**config.mk**
```make
export PLATFORM = sky130hd
export DESIGN_NAME = pc_gen
export DESIGN_NICKNAME = d
export VERILOG_FILES = /design/src/rtl/pc_gen_pkg.sv /design/src/rtl/pc_target_sel.sv /design/src/rtl/pc_gen.sv
export SDC_FILE = /design/constraint.sdc
export NUM_CORES = 1
export LEC_CHECK = 0
export CAP_MARGIN = 20
export CORE_UTILIZATION = 49
export CTS_CLUSTER_SIZE = 30
export DETAILED_ROUTE_END_ITERATION = 10
export GPL_TIMING_DRIVEN = 0
export MAX_ROUTING_LAYER = met4
export PLACE_DENSITY = 0.95
export SYNTH_ARGS = -nofsm -noshare
export SYNTH_HDL_FRONTEND = slang
export SYNTH_SLANG_ARGS = --single-unit
```
**constraint.sdc**
```tcl
create_clock -name clk -period 5.05 [get_ports clk]
set_input_delay 1.01 -clock clk [delete_from_list [all_inputs] [get_ports clk]]
set_output_delay 1.01 -clock clk [all_outputs]
set_load 0.1 [all_outputs]
```
**src/rtl/pc_gen_pkg.sv**
```systemverilog
// Shared definitions for the program-counter generator.
// Contents:
//   pc_state_e           - FSM state encoding (BOOT / RUN / TRAP)
//   DEFAULT_XLEN         - default datapath width
//   DEFAULT_RESET_VECTOR - PC loaded by reset
//   DEFAULT_TRAP_VECTOR  - PC loaded on a misaligned-target trap
//   is_misaligned()      - instruction-alignment check on the two LSBs
package pc_gen_pkg;

  typedef enum logic [1:0] {
    ST_BOOT = 2'd0,
    ST_RUN  = 2'd1,
    ST_TRAP = 2'd2
  } pc_state_e;

  localparam int          DEFAULT_XLEN         = 32;
  localparam logic [31:0] DEFAULT_RESET_VECTOR = 32'h0000_0000;
  localparam logic [31:0] DEFAULT_TRAP_VECTOR  = 32'h0000_0100;

  // Instructions are 32-bit aligned; any set bit in [1:0] is a fault.
  function automatic logic is_misaligned(input logic [1:0] lsb);
    return (lsb != 2'b00);
  endfunction

endpackage

```
**src/rtl/pc_target_sel.sv**
```systemverilog
// Combinational next-PC target selection.
// Ports:
//   pc           in   current PC
//   branch       in   instruction is a conditional branch
//   take_branch  in   branch condition evaluated true (ignored without branch)
//   jump         in   JAL
//   jalr         in   JALR (highest priority)
//   rs1_val      in   JALR base register
//   imm_i/b/j    in   sign-extended immediates
//   pc_plus4     out  pc + 4 (link value)
//   pc_next      out  selected target, before alignment check
module pc_target_sel #(
  parameter int XLEN = 32
) (
  input  logic [XLEN-1:0] pc,
  input  logic            branch,
  input  logic            take_branch,
  input  logic            jump,
  input  logic            jalr,
  input  logic [XLEN-1:0] rs1_val,
  input  logic [XLEN-1:0] imm_i,
  input  logic [XLEN-1:0] imm_b,
  input  logic [XLEN-1:0] imm_j,
  output logic [XLEN-1:0] pc_plus4,
  output logic [XLEN-1:0] pc_next
);

  localparam logic [XLEN-1:0] PC_STEP   = XLEN'(32'd4);
  // JALR clears only bit 0 of the sum; bit 1 survives so it can still trap.
  localparam logic [XLEN-1:0] LSB_CLEAR = {{(XLEN-1){1'b1}}, 1'b0};

  logic [XLEN-1:0] jalr_sum_s;

  // Sequential link value; all additions wrap modulo 2^XLEN.
  always_comb begin
    pc_plus4   = pc + PC_STEP;
    jalr_sum_s = rs1_val + imm_i;
  end

  // Priority mux: jalr > jump > taken branch > fall-through.
  always_comb begin
    pc_next = pc_plus4;
    if (jalr) begin
      pc_next = jalr_sum_s & LSB_CLEAR;
    end else if (jump) begin
      pc_next = pc + imm_j;
    end else if (branch && take_branch) begin
      pc_next = pc + imm_b;
    end else begin
      pc_next = pc_plus4;
    end
  end

endmodule

```
**src/rtl/pc_gen.sv**
```systemverilog
// Program-counter generator with BOOT / RUN / TRAP sequencing.
// Ports:
//   clk, rst          clock and synchronous active-high reset
//   stall             hold the PC while in RUN
//   branch, take_branch, jump, jalr   control-flow qualifiers
//   rs1_val, imm_i, imm_b, imm_j      JALR base and immediates
//   pc                registered current PC
//   pc_plus4          combinational pc + 4
//   pc_next           combinational selected target
//   pc_valid          registered, high only in RUN
//   misalign_trap     registered one-cycle pulse (the TRAP cycle)
//   mtval             registered faulting target, held until the next trap
module pc_gen
  import pc_gen_pkg::*;
#(
  parameter int              XLEN         = DEFAULT_XLEN,
  parameter logic [XLEN-1:0] RESET_VECTOR = XLEN'(DEFAULT_RESET_VECTOR),
  parameter logic [XLEN-1:0] TRAP_VECTOR  = XLEN'(DEFAULT_TRAP_VECTOR)
) (
  input  logic            clk,
  input  logic            rst,
  input  logic            stall,
  input  logic            branch,
  input  logic            take_branch,
  input  logic            jump,
  input  logic            jalr,
  input  logic [XLEN-1:0] rs1_val,
  input  logic [XLEN-1:0] imm_i,
  input  logic [XLEN-1:0] imm_b,
  input  logic [XLEN-1:0] imm_j,
  output logic [XLEN-1:0] pc,
  output logic [XLEN-1:0] pc_plus4,
  output logic [XLEN-1:0] pc_next,
  output logic            pc_valid,
  output logic            misalign_trap,
  output logic [XLEN-1:0] mtval
);

  pc_state_e       state_r;
  logic [XLEN-1:0] pc_r;
  logic [XLEN-1:0] mtval_r;
  logic            pc_valid_r;
  logic            misalign_trap_r;
  logic [XLEN-1:0] pc_next_s;
  logic [XLEN-1:0] pc_plus4_s;

  pc_target_sel #(.XLEN(XLEN)) u_target_sel (
    .pc          (pc_r),
    .branch      (branch),
    .take_branch (take_branch),
    .jump        (jump),
    .jalr        (jalr),
    .rs1_val     (rs1_val),
    .imm_i       (imm_i),
    .imm_b       (imm_b),
    .imm_j       (imm_j),
    .pc_plus4    (pc_plus4_s),
    .pc_next     (pc_next_s)
  );

  // FSM and all registered outputs. pc_valid / misalign_trap are computed
  // from the state being entered so they line up with that state's cycle.
  always_ff @(posedge clk) begin
    if (rst) begin
      state_r         <= ST_BOOT;
      pc_r            <= RESET_VECTOR;
      mtval_r         <= '0;
      pc_valid_r      <= 1'b0;
      misalign_trap_r <= 1'b0;
    end else begin
      case (state_r)
        ST_BOOT: begin
          state_r         <= ST_RUN;
          pc_valid_r      <= 1'b1;
          misalign_trap_r <= 1'b0;
        end
        ST_RUN: begin
          if (stall) begin
            // Stall masks both the redirect and the alignment check.
            pc_valid_r      <= 1'b1;
            misalign_trap_r <= 1'b0;
          end else if (is_misaligned(pc_next_s[1:0])) begin
            state_r         <= ST_TRAP;
            pc_r            <= TRAP_VECTOR;
            mtval_r         <= pc_next_s;
            pc_valid_r      <= 1'b0;
            misalign_trap_r <= 1'b1;
          end else begin
            pc_r            <= pc_next_s;
            pc_valid_r      <= 1'b1;
            misalign_trap_r <= 1'b0;
          end
        end
        ST_TRAP: begin
          // PC already sits at TRAP_VECTOR; resume fetching from there.
          state_r         <= ST_RUN;
          pc_valid_r      <= 1'b1;
          misalign_trap_r <= 1'b0;
        end
        default: begin
          state_r         <= ST_BOOT;
          pc_r            <= RESET_VECTOR;
          pc_valid_r      <= 1'b0;
          misalign_trap_r <= 1'b0;
        end
      endcase
    end
  end

  assign pc            = pc_r;
  assign pc_plus4      = pc_plus4_s;
  assign pc_next       = pc_next_s;
  assign pc_valid      = pc_valid_r;
  assign misalign_trap = misalign_trap_r;
  assign mtval         = mtval_r;

endmodule

```
==> flow_summary_export.csv <==
group,metric,value,unit
worst_setup_path,path_max_fanout,10,
yosys,synth-seq-area-share,0.154,
routing,ant_nets,0,
floorplanning,initial_utilization,0.505,
timing,hold_viol,0,
routing,viasPerCell,6.54,
timing,whs,470,ps
clock_network,cts_buffers,9,
pwr,powerDensity,237,nW/um2
yosys,synth_area,8830,um2
timing,min_period,5100,ps
global_route,grt_overflow,0,
timing,drv_slew,0,
worst_setup_path,r2r-start,"pc[0]",
global_route,antenna_found_initial,0,
place,gp_congestion,1.02,
clock_network,clock_latency,340,ps
timing,worst_slack,-47.4,ps
finish,layout-drive-gt1-share,0.186,
global_route,gr-usage-met2,0.662,
floorplanning,die_w,136,um
worst_setup_path,worstSetupPathType,"primary input to output pin",
place,dpl.hpwl,30700,um
timing,worst-slew-pin-transition,1030,ps
timing,rsz0062_at_grt,"yes",
run_status,violations,"negative setup slack",
timing,period_share,1.01,
flow_run,drv_cap,0,
routing,totalWireLength,39400,um
worst_hold_path,min_path_cells,2,
floorplanning,dieHeight,136,um
timing,worst_slew_margin_rel,0.311,
clock_network,holdBufCountCts,0,
place,portBuffers,263,
timing,max_freq,0.196,GHz
pwr,ir_worst_vdd,0.204,mV
clock_network,cts_max_path_buffers,2,
timing,skew,7.23,ps
worst_hold_path,hold_end,"mtval[5]",
finish,synthToLayoutAreaGrowth,50.9,%
pwr,p_leak,5.36,nW
routing,num_vias,11400,
yosys,synthArstFlopShare,0,
worst_hold_path,hold_class,"flip-flop to flip-flop",
finish,diodes,0,
worst_hold_path,min_from,"mtval[5]",
yosys,ys_types,85,
routing,first_pass_iters,8,
worst_setup_path,required,4040,ps
clock_network,htreeDepth,3,
clock_network,cts_sinks,68,
routing,route.detailed.drc,0,
worst_setup_path,reg2reg_slack,1660,ps
routing,routedWlPerCell,22.7,um
yosys,synth_edf_count,0,
clock_network,cts_tree,"built",
worst_setup_path,cp-start-kind,"primary input",
timing,fin_tns_setup,-186,ps
yosys,synth_nets,1439,
global_route,grt_max_degree,12,
floorplanning,ios,265,
floorplanning,core-area,17500,um2
global_route,use_met3,0.0500,
floorplanning,die-area,18600,um2
run_status,status,"finished, violations left",
global_route,use_met1,0.541,
worst_setup_path,crit_arrival,4090,ps
floorplanning,rows,48,
worst_setup_path,rr_worst_depth,13,
yosys,ys_ff_latch,68,
yosys,yosysWarningCount,0,
worst_setup_path,endpoint_kind,"output pin",
global_route,grt_pass1_vias,10400,
clock_network,path_clk_slew,50,ps
timing,setup_viol,5,
yosys,syn_avg_cell_area,7.31,um2
global_route,grt_usage,0.422,
worst_setup_path,r2r_end,"pc[26]",
finish,nNetsFinal,1742,
global_route,grt.busiest_layer,"met2",
global_route,grt_pass1_wl,57600,um
yosys,synth_ff_type,"dfxtp_1",
yosys,synth_cells,1208,
clock_network,cts.root.buffer_cell,"clkbuf_16",
routing,initialDrtViolationCount,1370,
## state kept, by name, summed over array words and instances, names as in the netlist
| signal | flops |
|---|---|
| pc | 32 |
| mtval | 32 |
| misalign_trap | 1 |
| state_r | 2 |
| pc_valid | 1 |
## synthesized netlist by cell type (13+ instances only)
cell,number,share of area
a21oi_1,127,0.072
xor2_1,47,0.047
nand3_1,21,0.012
o21a_1,16,0.014
inv_1,34,0.014
ha_1,93,0.13
a22o_1,19,0.019
a211oi_1,19,0.016
nor2_1,114,0.048
nand2_1,141,0.060
nor3_1,25,0.014
a31oi_1,18,0.013
nand4_1,21,0.015
and3_1,18,0.013
and2_1,13,0.0092
xnor2_1,51,0.051
clkbuf_1,37,0.016
dfxtp_1,68,0.15
a21o_1,27,0.023
o21ai_0,77,0.044
## power breakdown
group / leakage [nW] / internal [mW] / switching [mW]
Sequential: 0.566 / 0.567 / 0.0512
Clock: 0.146 / 0.406 / 0.229
Combinational: 4.65 / 0.604 / 1.30
## through the flow
step / setup slack, ps / cell area, um2 / cells / power [mW] / util
finish: -47.4 / 13300 / 1740 / 3.16 / 0.763
global route: -126 / 13300 / 1740 / 3.24 / 0.763
CTS: -49.9 / 12800 / 1723 / 3.03 / 0.732
detailed placement: -1550 / 12200 / 1696 / 2.35 / 0.695
global placement: -1560 / 12200 / 1696 / 2.33 / 0.695
floorplan: -12.2 / 9240 / 1208 / 1.85 / -
## cell usage in the layout, fill, tap and decap left out, drive strengths merged, types with 6 or more instances in the layout
cell	count
o22ai	8
ha	93
a22o	19
a21o	27
clkdlybuf4s50	228
nand2b	11
inv	34
nand2	141
o21bai	12
o31ai	10
or3	11
nor3b	6
nand4	23
buf	69
nor3	25
dfxtp	68
a21boi	8
clkbuf	53
a211oi	19
nand3	21
o211ai	12
or2	6
and2	13
mux2i	12
a311oi	11
a2111oi	7
xnor2	51
xor2	47
nor2	114
o21ai	80
a21oi	130
o21a	16
a22oi	9
and4	6
a31oi	19
and3	18
## kinds of logic after synthesis
family	Yosys count	synth area share
flops	68	0.154
xor+xnor	98	0.0972
fa+ha+maj	96	0.139
compound gates	429	0.331
buf+inv	89	0.0408
simple gates	413	0.221
mux	15	0.0174
## worst max-delay path, cell delays in order
cell and delay (ps):
clkdlybuf4s50_1 760, inv_1 650, clkbuf_1 630, o21ai_0 250, o22ai_2 280, buf_2 500
## layout make-up
cell class,instances,area [um2]
multi-input cells,1051,8070
fillers,1220,4150
repair buffers,294,2920
flip-flops and latches,68,1400
well taps,225,282
clock buffers,13,260
plain buffers,53,238
inverters,34,128
clock inverters,2,35.0
## worst max path at each step
stage / startpoint / to / slack [ps]
5_1_grt: rs1_val[12] / pc_next[31] / -130
4_1_cts: imm_b[8] / pc_next[25] / -50
2_1_floorplan: pc[5] / pc_next[11] / -10
6_report: jalr / pc_next[12] / -50
3_3_place_gp: imm_b[2] / pc_next[25] / -1560
3_5_place_dp: imm_b[2] / pc_next[25] / -1550
## per-layer routing
metal	wire length [um]	vias to the layer above
li1	-	5094
met5	0	-
met4	1740	0
met2	18000	803
met3	3750	128
met1	15900	5357
## what timing repair did
item                       CTS  global route
gates resized for setup    232            97
buffers inserted            13            18
pin swaps                   20            37
setup endpoints to repair   30            26
(Power assumes the default switching activity.)
